File: src/rtl/mem_pkg.sv
// Shared encodings for the data-memory initiator: access sizes, FSM states
// and the memory word width.
package mem_pkg;

  localparam int WORD_W = 32;

  localparam logic [1:0] SZ_BYTE = 2'b00;
  localparam logic [1:0] SZ_HALF = 2'b01;
  localparam logic [1:0] SZ_WORD = 2'b10;

  typedef enum logic [1:0] {
    ST_IDLE = 2'd0,
    ST_RD   = 2'd1,
    ST_WR   = 2'd2,
    ST_RESP = 2'd3
  } state_t;

endpackage

File: src/rtl/mem_lane_ops.sv
// Little-endian lane handling: extracts and extends load data, and merges
// sub-word store data into a word read from memory.
module mem_lane_ops
  import mem_pkg::*;
(
  input  logic [WORD_W-1:0] i_word,
  input  logic [WORD_W-1:0] i_wdata,
  input  logic [1:0]        i_addr_lo,
  input  logic [1:0]        i_size,
  input  logic              i_signed,
  output logic [WORD_W-1:0] o_ext,
  output logic [WORD_W-1:0] o_merged
);

  logic [4:0]  w_byte_sh;
  logic [4:0]  w_half_sh;
  logic [7:0]  w_byte;
  logic [15:0] w_half;

  assign w_byte_sh = {i_addr_lo, 3'b000};
  assign w_half_sh = {i_addr_lo[1], 4'b0000};
  assign w_byte    = 8'(i_word >> w_byte_sh);
  assign w_half    = 16'(i_word >> w_half_sh);

  // NOTE: every output of a combinational block gets a default first so no
  // path through the case can leave it unassigned and infer a latch.
  always_comb begin
    o_ext    = i_word;
    o_merged = i_wdata;
    case (i_size)
      SZ_BYTE: begin
        o_ext    = i_signed ? {{24{w_byte[7]}}, w_byte} : {24'b0, w_byte};
        o_merged = (i_word & ~(32'h0000_00FF << w_byte_sh))
                 | (32'(i_wdata[7:0]) << w_byte_sh);
      end
      SZ_HALF: begin
        o_ext    = i_signed ? {{16{w_half[15]}}, w_half} : {16'b0, w_half};
        o_merged = (i_word & ~(32'h0000_FFFF << w_half_sh))
                 | (32'(i_wdata[15:0]) << w_half_sh);
      end
      default: ;
    endcase
  end

endmodule

File: src/rtl/data_mem_initiator.sv
// Drives a word-wide data memory for one byte/half/word load or store at a
// time; sub-word stores run as read-modify-write.
module data_mem_initiator
  import mem_pkg::*;
#(
  parameter int ADDR_W    = 32,
  parameter int MEM_BYTES = 256
) (
  input  logic              clk,
  input  logic              rst,
  input  logic              req_valid,
  output logic              req_ready,
  input  logic              req_we,
  input  logic [1:0]        req_size,
  input  logic              req_signed,
  input  logic [ADDR_W-1:0] req_addr,
  input  logic [31:0]       req_wdata,
  output logic              resp_valid,
  output logic              resp_err,
  output logic [31:0]       resp_rdata,
  output logic [ADDR_W-1:0] mem_addr,
  output logic [31:0]       mem_wd,
  output logic              mem_we,
  input  logic [31:0]       mem_rd
);

  localparam logic [ADDR_W-1:0] LP_LIMIT = ADDR_W'(MEM_BYTES);

  state_t              r_state;
  state_t              w_next;
  logic                r_we;
  logic [1:0]          r_size;
  logic                r_signed;
  logic [ADDR_W-1:0]   r_addr;
  logic [WORD_W-1:0]   r_wdata;
  logic [WORD_W-1:0]   r_rd_word;
  logic                r_err;
  logic [WORD_W-1:0]   r_rdata;

  logic                w_accept;
  logic                w_err;
  logic [WORD_W-1:0]   w_lane_word;
  logic [WORD_W-1:0]   w_ext;
  logic [WORD_W-1:0]   w_merged;

  assign req_ready = (r_state == ST_IDLE);
  assign w_accept  = req_valid & req_ready;

  assign w_err = (req_size == 2'b11)
              || ((req_size == SZ_HALF) && req_addr[0])
              || ((req_size == SZ_WORD) && (req_addr[1:0] != 2'b00))
              || (req_addr >= LP_LIMIT);

  // Extraction sees live read data in RD; the merge uses the word captured then.
  assign w_lane_word = (r_state == ST_WR) ? r_rd_word : mem_rd;

  mem_lane_ops u_lane_ops (
    .i_word    (w_lane_word),
    .i_wdata   (r_wdata),
    .i_addr_lo (r_addr[1:0]),
    .i_size    (r_size),
    .i_signed  (r_signed),
    .o_ext     (w_ext),
    .o_merged  (w_merged)
  );

  always_comb begin
    w_next = r_state;
    case (r_state)
      ST_IDLE: if (req_valid)
                 w_next = w_err ? ST_RESP
                        : ((req_we && req_size == SZ_WORD) ? ST_WR : ST_RD);
      ST_RD:   w_next = r_we ? ST_WR : ST_RESP;
      ST_WR:   w_next = ST_RESP;
      ST_RESP: w_next = ST_IDLE;
      default: w_next = ST_IDLE;
    endcase
  end

  // NOTE: state registers use non-blocking assignments so every flop samples
  // pre-edge values regardless of statement order.
  always_ff @(posedge clk) begin
    if (rst) begin
      r_state   <= ST_IDLE;
      r_we      <= 1'b0;
      r_size    <= SZ_BYTE;
      r_signed  <= 1'b0;
      r_addr    <= '0;
      r_wdata   <= '0;
      r_rd_word <= '0;
      r_err     <= 1'b0;
      r_rdata   <= '0;
    end else begin
      r_state <= w_next;
      if (w_accept) begin
        r_we     <= req_we;
        r_size   <= req_size;
        r_signed <= req_signed;
        r_addr   <= req_addr;
        r_wdata  <= req_wdata;
        r_err    <= w_err;
        if (w_err) r_rdata <= '0;
      end
      if (r_state == ST_RD) begin
        r_rd_word <= mem_rd;
        if (!r_we) r_rdata <= w_ext;
      end
      if (r_state == ST_WR) r_rdata <= '0;
    end
  end

  assign resp_valid = (r_state == ST_RESP);
  assign resp_err   = (r_state == ST_RESP) & r_err;
  assign resp_rdata = r_rdata;
  assign mem_addr   = {r_addr[ADDR_W-1:2], 2'b00};
  assign mem_wd     = (r_state == ST_WR) ? w_merged : '0;
  // Gated by rst so a reset landing on a WR cycle never commits the write.
  assign mem_we     = (r_state == ST_WR) & ~rst;

endmodule

File: config.mk
export PLATFORM = sky130hd
export DESIGN_NAME = data_mem_initiator
export DESIGN_NICKNAME = d
export VERILOG_FILES = /design/src/rtl/mem_pkg.sv /design/src/rtl/mem_lane_ops.sv /design/src/rtl/data_mem_initiator.sv
export SDC_FILE = /design/constraint.sdc
export NUM_CORES = 1
export LEC_CHECK = 0
export ABC_AREA = 1
export CORE_MARGIN = 4
export CORE_UTILIZATION = 36
export CTS_CLUSTER_SIZE = 16
export DETAILED_ROUTE_END_ITERATION = 7
export PLACE_DENSITY = 0.64
export SYNTH_ARGS = -nofsm -noshare
export SYNTH_HDL_FRONTEND = slang
export SYNTH_HIERARCHICAL = 1
export SYNTH_SLANG_ARGS = --single-unit
File: constraint.sdc
create_clock -name clk -period 5.4 [get_ports clk]
set_input_delay 1.08 -clock clk [delete_from_list [all_inputs] [get_ports clk]]
set_output_delay 1.08 -clock clk [all_outputs]
set_load 0.01 [all_outputs]
## Word-level counts from Yosys, hierarchy flattened

Cells that the tools add are included.

| storage, ports and cells | value |
|---|---|
| flip-flop bits (word level) | 135 |
| bits in writable memories | 0 |
| word-level logic and storage cells | 59 |
| bits of input ports | 103 |
| latch bits | 0 |
| memories | 0 |
| bits in read-only memories | 0 |

| cells by class | value |
|---|---|
| eq/ne operators | 8 |
| reduce and logical (&&, ||, !) cells | 10 |
| div/mod/pow operators | 0 |
| $mul | 0 |
| order comparisons | 1 |
| muxes and demuxes | 15 |
| bitwise operators | 10 |
| add/sub/neg operators | 0 |
| shift-type cells | 6 |

Operator list:

| kind | count |
|---|---|
| $mux W32 | 8 |
| $pmux W32 S2 | 2 |
| $and A32 B32 Y32 | 2 |
| $not A32 Y32 | 2 |
| $or A32 B32 Y32 | 2 |
| $ge A32 B9 Y1 const B | 1 |
| $shl A16 B5 Y32 | 1 |
| $shl A16 B5 Y32 const A | 1 |
| $shl A8 B5 Y32 | 1 |
| $shl A8 B5 Y32 const A | 1 |
| $shr A32 B5 Y16 | 1 |
| $shr A32 B5 Y8 | 1 |
| $eq A2 B2 Y1 const B | 4 |
| $pmux W2 S4 | 1 |
| $eq A2 B1 Y1 const B | 3 |
| $mux W2 | 3 |
| $logic_not A2 Y1 | 2 |
| $and A1 B1 Y1 | 3 |
| $logic_and A1 B1 Y1 | 3 |
| $logic_or A1 B1 Y1 | 3 |
| $ne A2 B2 Y1 const B | 1 |
| $reduce_bool A2 Y1 | 1 |
| $reduce_or A2 Y1 | 1 |
| $mux W1 | 1 |
| $not A1 Y1 | 1 |

## Longest topological paths before layout

| logic depth | value |
|---|---|
| word-level depth | 9 |
| gate-level depth with buffers | 15 |

## Hierarchy

Netlist, hierarchy kept.

Modules (own cells, without submodules):

| module | times used | area an instance (µm²) | seq. area each (µm²) | cells an instance |
|---|---|---|---|---|
| data_mem_initiator | 1 | 5875.6 | 2702.6 | 837 |
| mem_lane_ops | 1 | 1838.0 | 0.0 | 349 |

## Worst setup path before layout

Ideal clock, no wire load.

| timing path | value |
|---|---|
| path kind | register to output |
| start | reg r_state[0] |
| end | out mem_wd[30] |
| path slack | 2.617 ns |
| arrival time | 1.703 ns |
| path buffers | 2 |
| stages on the path, launching flop included | 13 |
| required time | 4.320 ns |
| path through | dfxtp_1 -> inv_1 -> ha_1 -> buf_2 -> buf_1 -> nand2_1 -> nand2_1 -> inv_1 -> a21oi_1 -> o21ai_0 -> nand3_1 -> nand2_1 -> inv_1 |

| between the ends | value |
|---|---|
| word-level cells in the longest chain between the ends | 6 |
| elaborated cells between the ends (all ways) | 8 |

Ends and longest elaborated chain:

| element | RTL line | source |
|---|---|---|
| start, declared | data_mem_initiator.sv:29 | `state_t r_state;` |
| start signal, assigned | data_mem_initiator.sv:94 | `r_state <= w_next;` |
| $eq A2 B2 Y1 (*) | data_mem_initiator.sv:55 | `assign w_lane_word = (r_state == ST_WR) ? r_rd_word : mem_rd;` |
| $mux W32 (*) | data_mem_initiator.sv:55 |  |
| via w_lane_word[30] | data_mem_initiator.sv:42 | `logic [WORD_W-1:0] w_lane_word;` |
| $and A32 B32 Y32 (on tied branches) | mem_lane_ops.sv:38, mem_lane_ops.sv:33 |  |
| $or A32 B32 Y32 (on tied branches) | mem_lane_ops.sv:39, mem_lane_ops.sv:34 |  |
| $pmux W32 S2 (*) | mem_lane_ops.sv:30 | `case (i_size)` |
| via w_merged[30] | data_mem_initiator.sv:44 | `logic [WORD_W-1:0] w_merged;` |
| $mux W32 (*) | data_mem_initiator.sv:116 | `assign mem_wd = (r_state == ST_WR) ? w_merged : '0;` |
| end, declared | data_mem_initiator.sv:22 | `output logic [31:0] mem_wd,` |

Mark *: on every way through the listed nets, which the timed path passes. The rest lies on a longest branch.

## Worst setup path after layout

| timing path | value |
|---|---|
| start | reg r_state[0] |
| end | out mem_wd[27] |

Same word-level chain as after synthesis.

==> impl_metrics.yaml <==
run_status:
  outcome: "finished, final reports clean"
die:
  fp.dieW_um: 154.4
  rows: 53
  dieArea_sq_mm: 0.02383
  fp.dieH_um: 154.4
  core-area_sq_mm: 0.02102
  boundaryPins: 203
  start_util: 0.3669
drt:
  avgRoutedWirePerCell_um: 15.69
  drt-vias-per-instance: 4.938
  drt-total-wl_mm: 24.94
  drt_iter0_drc: 579
  first_pass_iters: 5
  drcViolationCount: 0
  num_vias: 7852
  final_antenna_net_count: 0
critical_path:
  cp_cell_sequence: "inv_1 > ha_2 > clkinv_1 > nand2_1 > nand2_1 > inv_1 > a21oi_1 > o21ai_0 > nand3_1 > nand2_1 > inv_1 > clkdlybuf4s50_1"
  critPathCaptureType: "primary output"
  cpPeakStageDelay_ns: 0.82
  r2r_start: "r_state[0]$_SDFFE_PP0P_"
  arrival_ns: 3.47
  startpoint_type: "flop"
  r2r_cells: 7
  endpoint: "mem_wd[27]"
  worst-path-buf-inv: 5
  cp_max_fo: 34
  reg2reg_to: "r_wdata[11]$_SDFFE_PP0P_"
  cpLargestDelayFamily: "buffers and inverters"
  critPathKind: "reg2out"
  crit_cells: 12
  worstPathRequired_ns: 4.32
  startpoint: "r_state[0]$_SDFFE_PP0P_"
  reg2reg_slack_ns: 2.38
  cpMaxStageDelayCell: "clkinv_1"
logic_synthesis:
  syn_avg_cell_area_sq_um: 6.504
  yosysSeqAreaShare: 0.3504
  synth_edf_count: 0
  synth_cell_types: 36
  synthCells: 1186
  ys_seq_elements: 135
  synth.area.top_cells: "dfxtp_1 35%, nand2_1 23%, a21oi_1 8.0%"
  async_reset_ff_frac: 0
  yosys_warnings: 6
  synth_area_sq_mm: 0.007714
  synth_top_cell_by_area: "dfxtp_1"
  ys.flop_type: "dfxtp_1"
  synth_top_area_frac: 0.3504
placement:
  hpwl_mm: 17.87
  numPlacedInstances: 1558
  port_buffers: 200
  gp_congestion: 0.9615
sta:
  rsz0062_at_grt: "no"
  timing.final.crit_share: 0.8418
  slew_headroom: 0.2330
  tns_ns: 0
  setup_viol: 0
  clock-skew-final_ns: 0.01358
  max_freq_mhz: 220.0
  hold_slack_ns: 0.4595
  slew_viol_final: 0
  finalHoldViolations: 0
  min_period_ns: 4.546
  timing_worst_slew_pin_value_ns: 1.150
power:
  p_per_area_mw_per_mm2: 413.5
  p_leak_nw: 4.390
  peakVddDrop_uv: 246.9
clocking:
  cts_hold_buffers: 0
  clkTransAtPathRegs_ns: 0.06
  cts_buffer_depth: 2
  cts.sinks: 135
  numCtsBuffers: 17
  cts_max_level: 4
  ctsResizeCount: 0
  postCtsSetupBuffers: 0
  clk-insertion-delay-late_ns: 0.43
  cts_root_buf: "clkbuf_16"
  cts_tree: "built"
grt:
  grt_max_degree: 82
  grt_antenna_before_repair: 0
  grt_use_total: 0.2037
  gr-total-overflow: 0
  grt_pass1_vias: 7357
  grt_pass1_wl_mm: 39.05
cells_and_area:
  diodes: 0
  final_cell_count_no_fill: 1590
  drive_above_1_share: 0.07148
  area_growth_pct: 29.99
  layout.nets: 1409
min_path:
  hp-class: "reg2reg"
job:
  drv_cap: 0
how the worst min path moves through the flow:
stage,startpoint,end,slack [ns],cells after the start
floorplan,r_rd_word[15]$_SDFFE_PP0N_,r_rd_word[15]$_SDFFE_PP0N_,0.44,2
global placement,r_rd_word[5]$_SDFFE_PP0N_,r_rd_word[5]$_SDFFE_PP0N_,0.45,2
detailed placement,r_rd_word[30]$_SDFFE_PP0N_,r_rd_word[30]$_SDFFE_PP0N_,0.45,2
CTS,r_rd_word[20]$_SDFFE_PP0N_,r_rd_word[20]$_SDFFE_PP0N_,0.46,2
global route,r_rd_word[25]$_SDFFE_PP0N_,r_rd_word[25]$_SDFFE_PP0N_,0.47,2
finish,resp_rdata[21]$_SDFF_PP0_,resp_rdata[21]$_SDFF_PP0_,0.46,2
area by class of cell:
cell class	count	area [sq um]
inverter	103	396.6
timing repair buffer	207	2052
fill	2201	10990
clock inverter	12	176.4
sequential	135	2703
tap	275	344.1
multi-input combinational	838	3909
clock buffer	20	446.7
worst register-to-register path: cells and delay by family, from the launching register on:
family	cells	cell delay (ns)
AOI/OAI and AO/OA	1	0.14
buffers and inverters	3	1.39
and+or+nand+nor	2	0.76
DFF	1	0.33
adders and majority gates	1	0.32
power by group:
| group | total [W] | internal [W] | switching, W |
|---|---|---|---|
| Clock | 0.00124 | 0.000784 | 0.000452 |
| Combinational | 0.00160 | 0.000622 | 0.000977 |
| Sequential | 0.00131 | 0.00118 | 0.000127 |
| Total | 0.00415 | 0.00259 | 0.00156 |
synth_stat cells (13+ instances only):
cell      count
nand3_1      42
a211oi_1     20
o21ai_0      37
buf_2        18
o21ai_1      29
nor2_1       42
inv_1        92
nand2_1     464
clkbuf_1     32
o22ai_1      15
buf_4        38
dfxtp_1     135
a21oi_1     123
nand3_2      20
buf_6        13
through the flow:
step           utilization  area, sq um  setup slack, ns  total power [W]
2_1_floorplan            -         7717            2.617         0.002388
3_3_place_gp        0.4474         9404            1.312         0.002909
3_5_place_dp        0.4474         9404            1.297         0.002923
4_1_cts             0.4770        10030           0.8629         0.004168
5_1_grt             0.4770        10030           0.5975         0.004409
6_report            0.4770        10030           0.8542         0.004146
kinds of logic (layout without fill, tap and decap cells):
kind of cell             after synthesis  count (layout)  synth area share
AO/OA/AOI/OAI                        237             237            0.1685
buffers and inverters                214             342            0.1437
AND/OR/NAND/NOR                      595             595            0.3304
adder cells (fa/ha/maj)                4               4          0.006488
flip-flops                           135             135            0.3504
other                                  1               2         0.0004862
layout by cell type, fill, tap and decap left out, types with 2 or more instances in the layout:
cell type,count
nand2_1,464
clkdlybuf4s50_1,199
dfxtp_1,135
a21oi_1,123
inv_1,92
nor2_1,42
nand3_1,42
o21ai_0,37
o21ai_1,29
a211oi_1,20
nand3_2,20
clkbuf_16,17
o22ai_1,15
buf_4,8
o211ai_1,8
nand2_2,7
nand2_4,7
inv_2,6
clkinv_4,4
bufinv_16,4
nand4_1,4
nor2_2,3
a21oi_2,3
ha_1,3
clkinv_2,3
clkinv_1,2
conb_1,2
clkbuf_1,2
clkinvlp_4,2
nor2_4,2
inv_4,2
routing by layer:
metal	part of all wire	routed length (um)	vias up	track usage
met5	0	0	-	0
met4	0.024	589	0	0.06644
met3	0.083	2065	43	0.06212
met2	0.46	11420	281	0.3238
met1	0.44	10870	3553	0.2647
li1	-	-	3975	-
sequential cells by signal (all words and copies together) (netlist names), 2 cells and up:
signal	count
r_addr	32
r_rd_word	32
r_wdata	32
resp_rdata	32
r_size	2
r_state	2
No activity file was read; power rests on OpenSTA's default activity.
